<file path="src/rtl/tone_oscillator.sv">
// Tone oscillator: turns a note period (in hz12M cycles) into an 8-bit square/saw/triangle
// sample with a per-phase-step strobe; period changes are deferred to the period boundary.
module tone_oscillator #(
   parameter int DIV_W    = 16,
   parameter int SAMPLE_W = 8,
   parameter int MIN_DIV  = 256
) (
   input  logic                hz12M,
   input  logic                reset,
   input  logic                en,
   input  logic [DIV_W-1:0]    divider,
   input  logic [1:0]          wave_sel,
   output logic [SAMPLE_W-1:0] sample,
   output logic                sample_stb,
   output logic                note_active
);

   typedef enum logic {IDLE = 1'b0, RUN = 1'b1} state_t;

   localparam logic [DIV_W-1:0]    MIN_DIV_V = DIV_W'(MIN_DIV);
   localparam logic [DIV_W-1:0]    CNT_ONE   = DIV_W'(1);
   localparam logic [SAMPLE_W-1:0] PH_ONE    = SAMPLE_W'(1);
   localparam logic [SAMPLE_W-1:0] PH_MAX    = {SAMPLE_W{1'b1}};

   state_t              state_q, state_d;
   logic [DIV_W-1:0]    div_q, div_d;
   logic [DIV_W-1:0]    cnt_q, cnt_d;
   logic [SAMPLE_W-1:0] pre_q, pre_d;
   logic [SAMPLE_W-1:0] phase_q, phase_d;
   logic                stb_q, stb_d;

   logic [SAMPLE_W-1:0] step_len;
   logic                div_ok;
   logic                wrap;
   logic                step_done;

   function automatic logic [SAMPLE_W-1:0] phase_sat_inc(input logic [SAMPLE_W-1:0] p);
      return (p == PH_MAX) ? p : p + PH_ONE;
   endfunction

   function automatic logic [SAMPLE_W-1:0] tri_fold(input logic [SAMPLE_W-1:0] p);
      logic [SAMPLE_W-1:0] ramp;
      ramp = {p[SAMPLE_W-2:0], 1'b0};
      return p[SAMPLE_W-1] ? ~ramp : ramp;
   endfunction

   // Top bits of the period give the per-step length; MIN_DIV guarantees it is at least 1.
   assign step_len  = div_q[DIV_W-1 -: SAMPLE_W];
   assign div_ok    = (divider >= MIN_DIV_V);
   assign wrap      = (cnt_q == div_q - CNT_ONE);
   assign step_done = (pre_q == step_len - PH_ONE);

   always_comb begin
      state_d = state_q;
      div_d   = div_q;
      cnt_d   = cnt_q;
      pre_d   = pre_q;
      phase_d = phase_q;
      stb_d   = 1'b0;
      unique case (state_q)
         IDLE: begin
            cnt_d   = '0;
            pre_d   = '0;
            phase_d = '0;
            if (en && div_ok) begin
               div_d   = divider;
               state_d = RUN;
            end
         end
         RUN: begin
            if (!en) begin
               state_d = IDLE;
               cnt_d   = '0;
               pre_d   = '0;
               phase_d = '0;
            end else if (wrap) begin
               cnt_d   = '0;
               pre_d   = '0;
               phase_d = '0;
               stb_d   = 1'b1;
               if (div_ok) div_d = divider;
               else        state_d = IDLE;
            end else begin
               cnt_d = cnt_q + CNT_ONE;
               if (step_done) begin
                  pre_d   = '0;
                  phase_d = phase_sat_inc(phase_q);
                  stb_d   = (phase_d != phase_q);
               end else begin
                  pre_d = pre_q + PH_ONE;
               end
            end
         end
         default: state_d = IDLE;
      endcase
   end

   always_ff @(posedge hz12M or posedge reset) begin
      if (reset) begin
         state_q <= IDLE;
         div_q   <= '0;
         cnt_q   <= '0;
         pre_q   <= '0;
         phase_q <= '0;
         stb_q   <= 1'b0;
      end else begin
         state_q <= state_d;
         div_q   <= div_d;
         cnt_q   <= cnt_d;
         pre_q   <= pre_d;
         phase_q <= phase_d;
         stb_q   <= stb_d;
      end
   end

   // Waveform select is purely combinational so it can change any cycle without touching counters.
   always_comb begin
      sample = '0;
      if (state_q == RUN) begin
         unique case (wave_sel)
            2'b01:   sample = phase_q;
            2'b10:   sample = tri_fold(phase_q);
            default: sample = (cnt_q < (div_q >> 1)) ? PH_MAX : '0;
         endcase
      end
   end

   assign sample_stb  = stb_q;
   assign note_active = (state_q == RUN);

endmodule

</file>
<file path="config.mk">
export PLATFORM = sky130hd
export DESIGN_NAME = tone_oscillator
export DESIGN_NICKNAME = d
export VERILOG_FILES = /design/src/rtl/tone_oscillator.sv
export SDC_FILE = /design/constraint.sdc
export NUM_CORES = 1
export LEC_CHECK = 0
export BUFFER_PORTS_ARGS = -buffer_cell sky130_fd_sc_hd__buf_2
export CAP_MARGIN = 40
export CORE_MARGIN = 2
export CORE_UTILIZATION = 50
export CTS_CLUSTER_DIAMETER = 150
export CTS_CLUSTER_SIZE = 25
export DETAILED_ROUTE_END_ITERATION = 16
export PLACE_DENSITY_LB_ADDON = 0.12
export RECOVER_POWER = 100
export SKIP_LAST_GASP = 1
export SLEW_MARGIN = 5
export SYNTH_ARGS = -nofsm -noshare
export SYNTH_HDL_FRONTEND = slang
export SYNTH_SLANG_ARGS = --single-unit
</file>
<file path="constraint.sdc">
create_clock -name hz12M -period 5.6 [get_ports hz12M]
set_clock_uncertainty 0.1 [all_clocks]
set_input_delay 1.68 -clock hz12M [delete_from_list [all_inputs] [get_ports hz12M]]
set_output_delay 1.68 -clock hz12M [all_outputs]
set_load 0.03 [all_outputs]
</file>
==> impl_metrics.prom <==
# TYPE chip_impl_metric gauge
chip_impl_metric{name="fp.coreArea",unit="um2"} 8590
chip_impl_metric{name="pre_cts_slack",unit="ps"} 293
chip_impl_metric{name="initial_antenna_violation_count",unit=""} 0
chip_impl_metric{name="finalMaxSlewViolations",unit=""} 51
chip_impl_metric{name="area_share_of_the_largest_cell_type_after_synthesis",unit="%"} 28.6
chip_impl_metric{name="worst_reg_to_reg_cells",unit=""} 8
chip_impl_metric{name="critical_path_peak_fanout",unit=""} 10
chip_impl_metric{name="n_fill_cell",unit=""} 849
chip_impl_metric{name="fin_setup_tns",unit="ps"} 0
chip_impl_metric{name="switching_share",unit="%"} 31.4
chip_impl_info{name="grt_setup_unrepaired",value="no"} 1
chip_impl_metric{name="p_per_area",unit="nW/um2"} 167
chip_impl_metric{name="p_int",unit="mW"} 0.529
chip_impl_metric{name="place.gp.congestion",unit=""} 0.851
chip_impl_metric{name="synth_cells",unit=""} 504
chip_impl_metric{name="dr.pass1.iters",unit=""} 4
chip_impl_metric{name="clock_insertion_delay_at_the_later_pin_of_the_skew_report",unit="ps"} 320
chip_impl_metric{name="min_path_cells",unit=""} 1
chip_impl_metric{name="synth_warnings",unit=""} 0
chip_impl_metric{name="detail_route.wl_per_cell",unit="um"} 18.2
chip_impl_metric{name="grt_use_total",unit="%"} 23.5
chip_impl_metric{name="syn_to_final_growth",unit="%"} 5.46
chip_impl_metric{name="avgViaCountPerCell",unit=""} 6.37
chip_impl_metric{name="cts-buffers-inserted",unit=""} 5
chip_impl_metric{name="post_cts.resized_instances",unit=""} 0
chip_impl_metric{name="fp-row-count",unit=""} 34
chip_impl_metric{name="placed_area",unit="um2"} 4550
chip_impl_info{name="crit_path_start_kind",value="primary input"} 1
chip_impl_metric{name="seq_power_share",unit="%"} 51.0
chip_impl_metric{name="ctsLongestPathBuffers",unit=""} 2
chip_impl_metric{name="synth.distinct_cells",unit=""} 56
chip_impl_metric{name="post-route-worst-setup-slack",unit="ps"} 250
chip_impl_metric{name="worst_pin_slew",unit="ps"} 2860
chip_impl_metric{name="maxSlewHeadroom",unit="%"} -91.0
chip_impl_metric{name="globalRouteMet1Util",unit="%"} 31.7
chip_impl_metric{name="wire_length_of_the_first_global_routing_pass",unit="mm"} 18.7
chip_impl_info{name="global_route.peak_usage_layer",value="met2"} 1
chip_impl_info{name="clock_tree.root_cell",value="sky130_fd_sc_hd__clkbuf_8"} 1
chip_impl_info{name="outcome",value="complete, but fails checks"} 1
chip_impl_metric{name="first_global_vias",unit=""} 3774
chip_impl_metric{name="clk_pin_slew_worst_paths",unit="ps"} 100
chip_impl_metric{name="power_frac_comb",unit="%"} 18.8
chip_impl_metric{name="cap_viol_max_count",unit=""} 1
chip_impl_info{name="synth.largest_area_cell",value="sky130_fd_sc_hd__dfrtp_1"} 1
chip_impl_metric{name="share_of_final_layout_standard_cells_stronger_than_drive_strength_1",unit="%"} 10.2
chip_impl_metric{name="floorplan.initialDensity",unit="%"} 50.9
chip_impl_metric{name="num_io_pins",unit=""} 31
chip_impl_metric{name="final_core_utilization",unit="%"} 53.7
chip_impl_metric{name="placedCellCount",unit=""} 610
chip_impl_metric{name="detailed_placement_hpwl",unit="mm"} 7.64
chip_impl_metric{name="post_synth.cell_area_avg",unit="um2"} 8.68
chip_impl_metric{name="grt_start_max_net_pins",unit=""} 51
chip_impl_metric{name="number_of_synthesized_flops_with_an_enable_pin",unit=""} 0
chip_impl_metric{name="route.final.wire_length",unit="mm"} 11.2
chip_impl_metric{name="route.antenna.remaining_nets",unit=""} 0
chip_impl_info{name="critical_path.endpoint_type",value="output port"} 1
chip_impl_metric{name="overall_die_area",unit="um2"} 9510
chip_impl_metric{name="postCtsHoldBufs",unit=""} 0
chip_impl_metric{name="power.share.clock",unit="%"} 30.1
chip_impl_metric{name="switching_power",unit="mW"} 0.242
chip_impl_metric{name="die_span_y",unit="um"} 97.5
chip_impl_metric{name="fmax",unit="MHz"} 187
chip_impl_info{name="ys.flop_type",value="sky130_fd_sc_hd__dfrtp_1"} 1
chip_impl_metric{name="nets",unit=""} 552
chip_impl_metric{name="setup_viol_count_final",unit=""} 0
chip_impl_metric{name="timing_hold_violations_final",unit=""} 0
chip_impl_metric{name="synth.net_count",unit=""} 547
chip_impl_metric{name="die-width",unit="um"} 97.5
chip_impl_metric{name="port_buffers",unit=""} 30
chip_impl_info{name="clock_tree_from_tritoncts",value="yes"} 1
chip_impl_metric{name="cts_num_sinks",unit=""} 50
chip_impl_info{name="criticalPathCategory",value="primary input to output port"} 1
chip_impl_info{name="violations",value="capacitance limit, slew limit"} 1
chip_impl_metric{name="arrival",unit="ps"} 3570
chip_impl_metric{name="postSynthRegisterBits",unit=""} 50
chip_impl_metric{name="grt_overflow_total",unit=""} 0
chip_impl_metric{name="final_min_period_over_clock_period",unit="%"} 95.5
chip_impl_metric{name="grt.met3_usage",unit="%"} 2.73
chip_impl_info{name="synth_area_leaders",value="sky130_fd_sc_hd__dfrtp_1, sky130_fd_sc_hd__xor2_1, sky130_fd_sc_hd__ha_1, sky130_fd_sc_hd__xnor2_1, sky130_fd_sc_hd__a221oi_1"} 1
chip_impl_metric{name="finalNonFillerCells",unit=""} 618
chip_impl_metric{name="static-leakage-power",unit="nW"} 1.93
chip_impl_metric{name="dr.first_iter.drc_count",unit=""} 197
chip_impl_metric{name="ys_seq_area_share",unit="%"} 28.6
chip_impl_metric{name="detailroute.via_count",unit=""} 3937
chip_impl_metric{name="drt_drc_violations_left",unit=""} 0
chip_impl_metric{name="timing.critical_path.required",unit="ps"} 3820
chip_impl_info{name="min-delay-path-class",value="flip-flop to flip-flop"} 1
chip_impl_metric{name="final_area",unit="um2"} 4610
chip_impl_metric{name="fin_crit",unit="ps"} 5350
chip_impl_metric{name="vdd_ir_drop_max",unit="uV"} 111
chip_impl_metric{name="post-cts-setup-buffer-count",unit=""} 0
chip_impl_metric{name="cts_htree_levels",unit=""} 2
chip_impl_metric{name="use_met2",unit="%"} 39.6
chip_impl_metric{name="netlist_area",unit="um2"} 4370
chip_impl_metric{name="ys_async_sr_fraction",unit="%"} 100
chip_impl_metric{name="antenna_cells_inserted",unit=""} 0
-- cells by family after synthesis --
kind of cell / Yosys count / synth area share [%]
flops: 50 / 28.6
xor+xnor: 58 / 11.9
mux: 3 / 0.715
buf+inv: 64 / 6.49
simple gates: 198 / 26.3
fa+ha+maj: 22 / 6.29
compound gates: 109 / 19.6
-- registers in the layout (all words and copies together) (netlist names) --
name	count
note_active	1
sample_stb	1
cnt_q	16
phase_q	8
pre_q	8
div_q	16
-- metal layers --
metal  share of wire [%]  routed length, um
met4                 1.8                198
met3                 2.8                313
met5                   0                  0
met2                  48               5360
met1                  48               5370
-- worst paths after layout --
kind / slack [ps] / end / startpoint
setup / recovery: 250 / sample[3] / wave_sel[0]
hold / removal: 460 / pre_q[0]$_DFF_PP0_ / pre_q[0]$_DFF_PP0_
setup reg to reg: 1650 / sample_stb$_DFF_PP0_ / div_q[0]$_DFFE_PP0P_
hold reg to reg: 460 / pre_q[0]$_DFF_PP0_ / pre_q[0]$_DFF_PP0_
max in group asynchronous: 1450 / cnt_q[13]$_DFF_PP0_ / reset
min in group asynchronous: 2340 / pre_q[2]$_DFF_PP0_ / reset
-- layout by cell type, fill, tap and decap left out, types with 3 or more instances in the layout --
master,synthesis,routed
sky130_fd_sc_hd__nand4b_1,3,3
sky130_fd_sc_hd__and3_1,12,12
sky130_fd_sc_hd__xnor2_1,25,25
sky130_fd_sc_hd__o22ai_1,3,3
sky130_fd_sc_hd__dfrtp_1,50,50
sky130_fd_sc_hd__nor3_1,36,36
sky130_fd_sc_hd__nor2b_1,6,5
sky130_fd_sc_hd__or3_1,8,8
sky130_fd_sc_hd__xor2_1,32,32
sky130_fd_sc_hd__a221oi_1,24,24
sky130_fd_sc_hd__buf_4,1,4
sky130_fd_sc_hd__clkbuf_1,25,5
sky130_fd_sc_hd__a21oi_1,6,6
sky130_fd_sc_hd__nor4_1,15,16
sky130_fd_sc_hd__o21ai_0,8,8
sky130_fd_sc_hd__and2_1,20,20
sky130_fd_sc_hd__nor3b_1,18,18
sky130_fd_sc_hd__nand3b_1,3,3
sky130_fd_sc_hd__o31ai_1,17,17
sky130_fd_sc_hd__clkbuf_2,0,6
sky130_fd_sc_hd__clkbuf_8,0,6
sky130_fd_sc_hd__nand4_1,3,3
sky130_fd_sc_hd__ha_1,22,22
sky130_fd_sc_hd__inv_1,22,22
sky130_fd_sc_hd__nor2_1,6,6
sky130_fd_sc_hd__buf_2,8,24
sky130_fd_sc_hd__a211oi_1,6,6
sky130_fd_sc_hd__nand2_1,36,36
sky130_fd_sc_hd__nand3_1,14,14
sky130_fd_sc_hd__a2111oi_0,5,5
sky130_fd_sc_hd__o311ai_0,6,16
sky130_fd_sc_hd__nand2b_1,9,9
sky130_fd_sc_hd__a21o_1,4,4
sky130_fd_sc_hd__o211ai_1,3,3
sky130_fd_sc_hd__a31oi_1,3,3
-- stage by stage --
| step | power, mW | hold WS [ps] |
|---|---|---|
| 6_report | 0.770 | 464 |
| 5_1_grt | 0.803 | 487 |
| 4_1_cts | 0.776 | 467 |
| 3_5_place_dp | 0.548 | 453 |
| 3_3_place_gp | 0.541 | 457 |
| 2_1_floorplan | 0.506 | 399 |
-- final cells by class --
class                      instances  area [um2]  area share (%)
multi-input combinational        390        2830            61.4
timing repair buffer              40         214            4.64
inverter                          22        82.6            1.79
clock inverter                     2        12.5           0.271
tap                              108         135            2.93
sequential                        50        1250            27.1
clock buffer                       6        82.6            1.79
-- worst max-delay path, stage by stage --
cell and delay, ps:
sky130_fd_sc_hd__buf_2 90, sky130_fd_sc_hd__inv_1 40, sky130_fd_sc_hd__ha_1 460, sky130_fd_sc_hd__nand3_1 120, sky130_fd_sc_hd__nor4_1 360, sky130_fd_sc_hd__nand2_1 90
sky130_fd_sc_hd__o311ai_1 240, sky130_fd_sc_hd__buf_4 210, sky130_fd_sc_hd__nor3_1 70, sky130_fd_sc_hd__clkbuf_2 200
-- cells in the mapped netlist (9+ instances only) --
| cell type | number |
|---|---|
| sky130_fd_sc_hd__ha_1 | 22 |
| sky130_fd_sc_hd__dfrtp_1 | 50 |
| sky130_fd_sc_hd__and3_1 | 12 |
| sky130_fd_sc_hd__nor3b_1 | 18 |
| sky130_fd_sc_hd__nor3_1 | 36 |
| sky130_fd_sc_hd__clkbuf_1 | 25 |
| sky130_fd_sc_hd__xnor2_1 | 25 |
| sky130_fd_sc_hd__a221oi_1 | 24 |
| sky130_fd_sc_hd__nand3_1 | 14 |
| sky130_fd_sc_hd__and2_1 | 20 |
| sky130_fd_sc_hd__nand2b_1 | 9 |
| sky130_fd_sc_hd__inv_1 | 22 |
| sky130_fd_sc_hd__o311ai_1 | 11 |
| sky130_fd_sc_hd__xor2_1 | 32 |
| sky130_fd_sc_hd__nor4_1 | 15 |
| sky130_fd_sc_hd__o31ai_1 | 17 |
| sky130_fd_sc_hd__nand2_1 | 36 |
-- power by group through the flow --
| stage | Clock [mW] | Sequential (mW) | Combinational, mW |
|---|---|---|---|
| global placement | 0 | 0.400 | 0.141 |
| finish | 0.232 | 0.393 | 0.145 |
| CTS | 0.236 | 0.393 | 0.148 |
| detailed placement | 0 | 0.400 | 0.147 |
| global route | 0.246 | 0.395 | 0.162 |
| floorplan | 0 | 0.386 | 0.120 |
No activity file was read; power rests on OpenSTA's default activity.
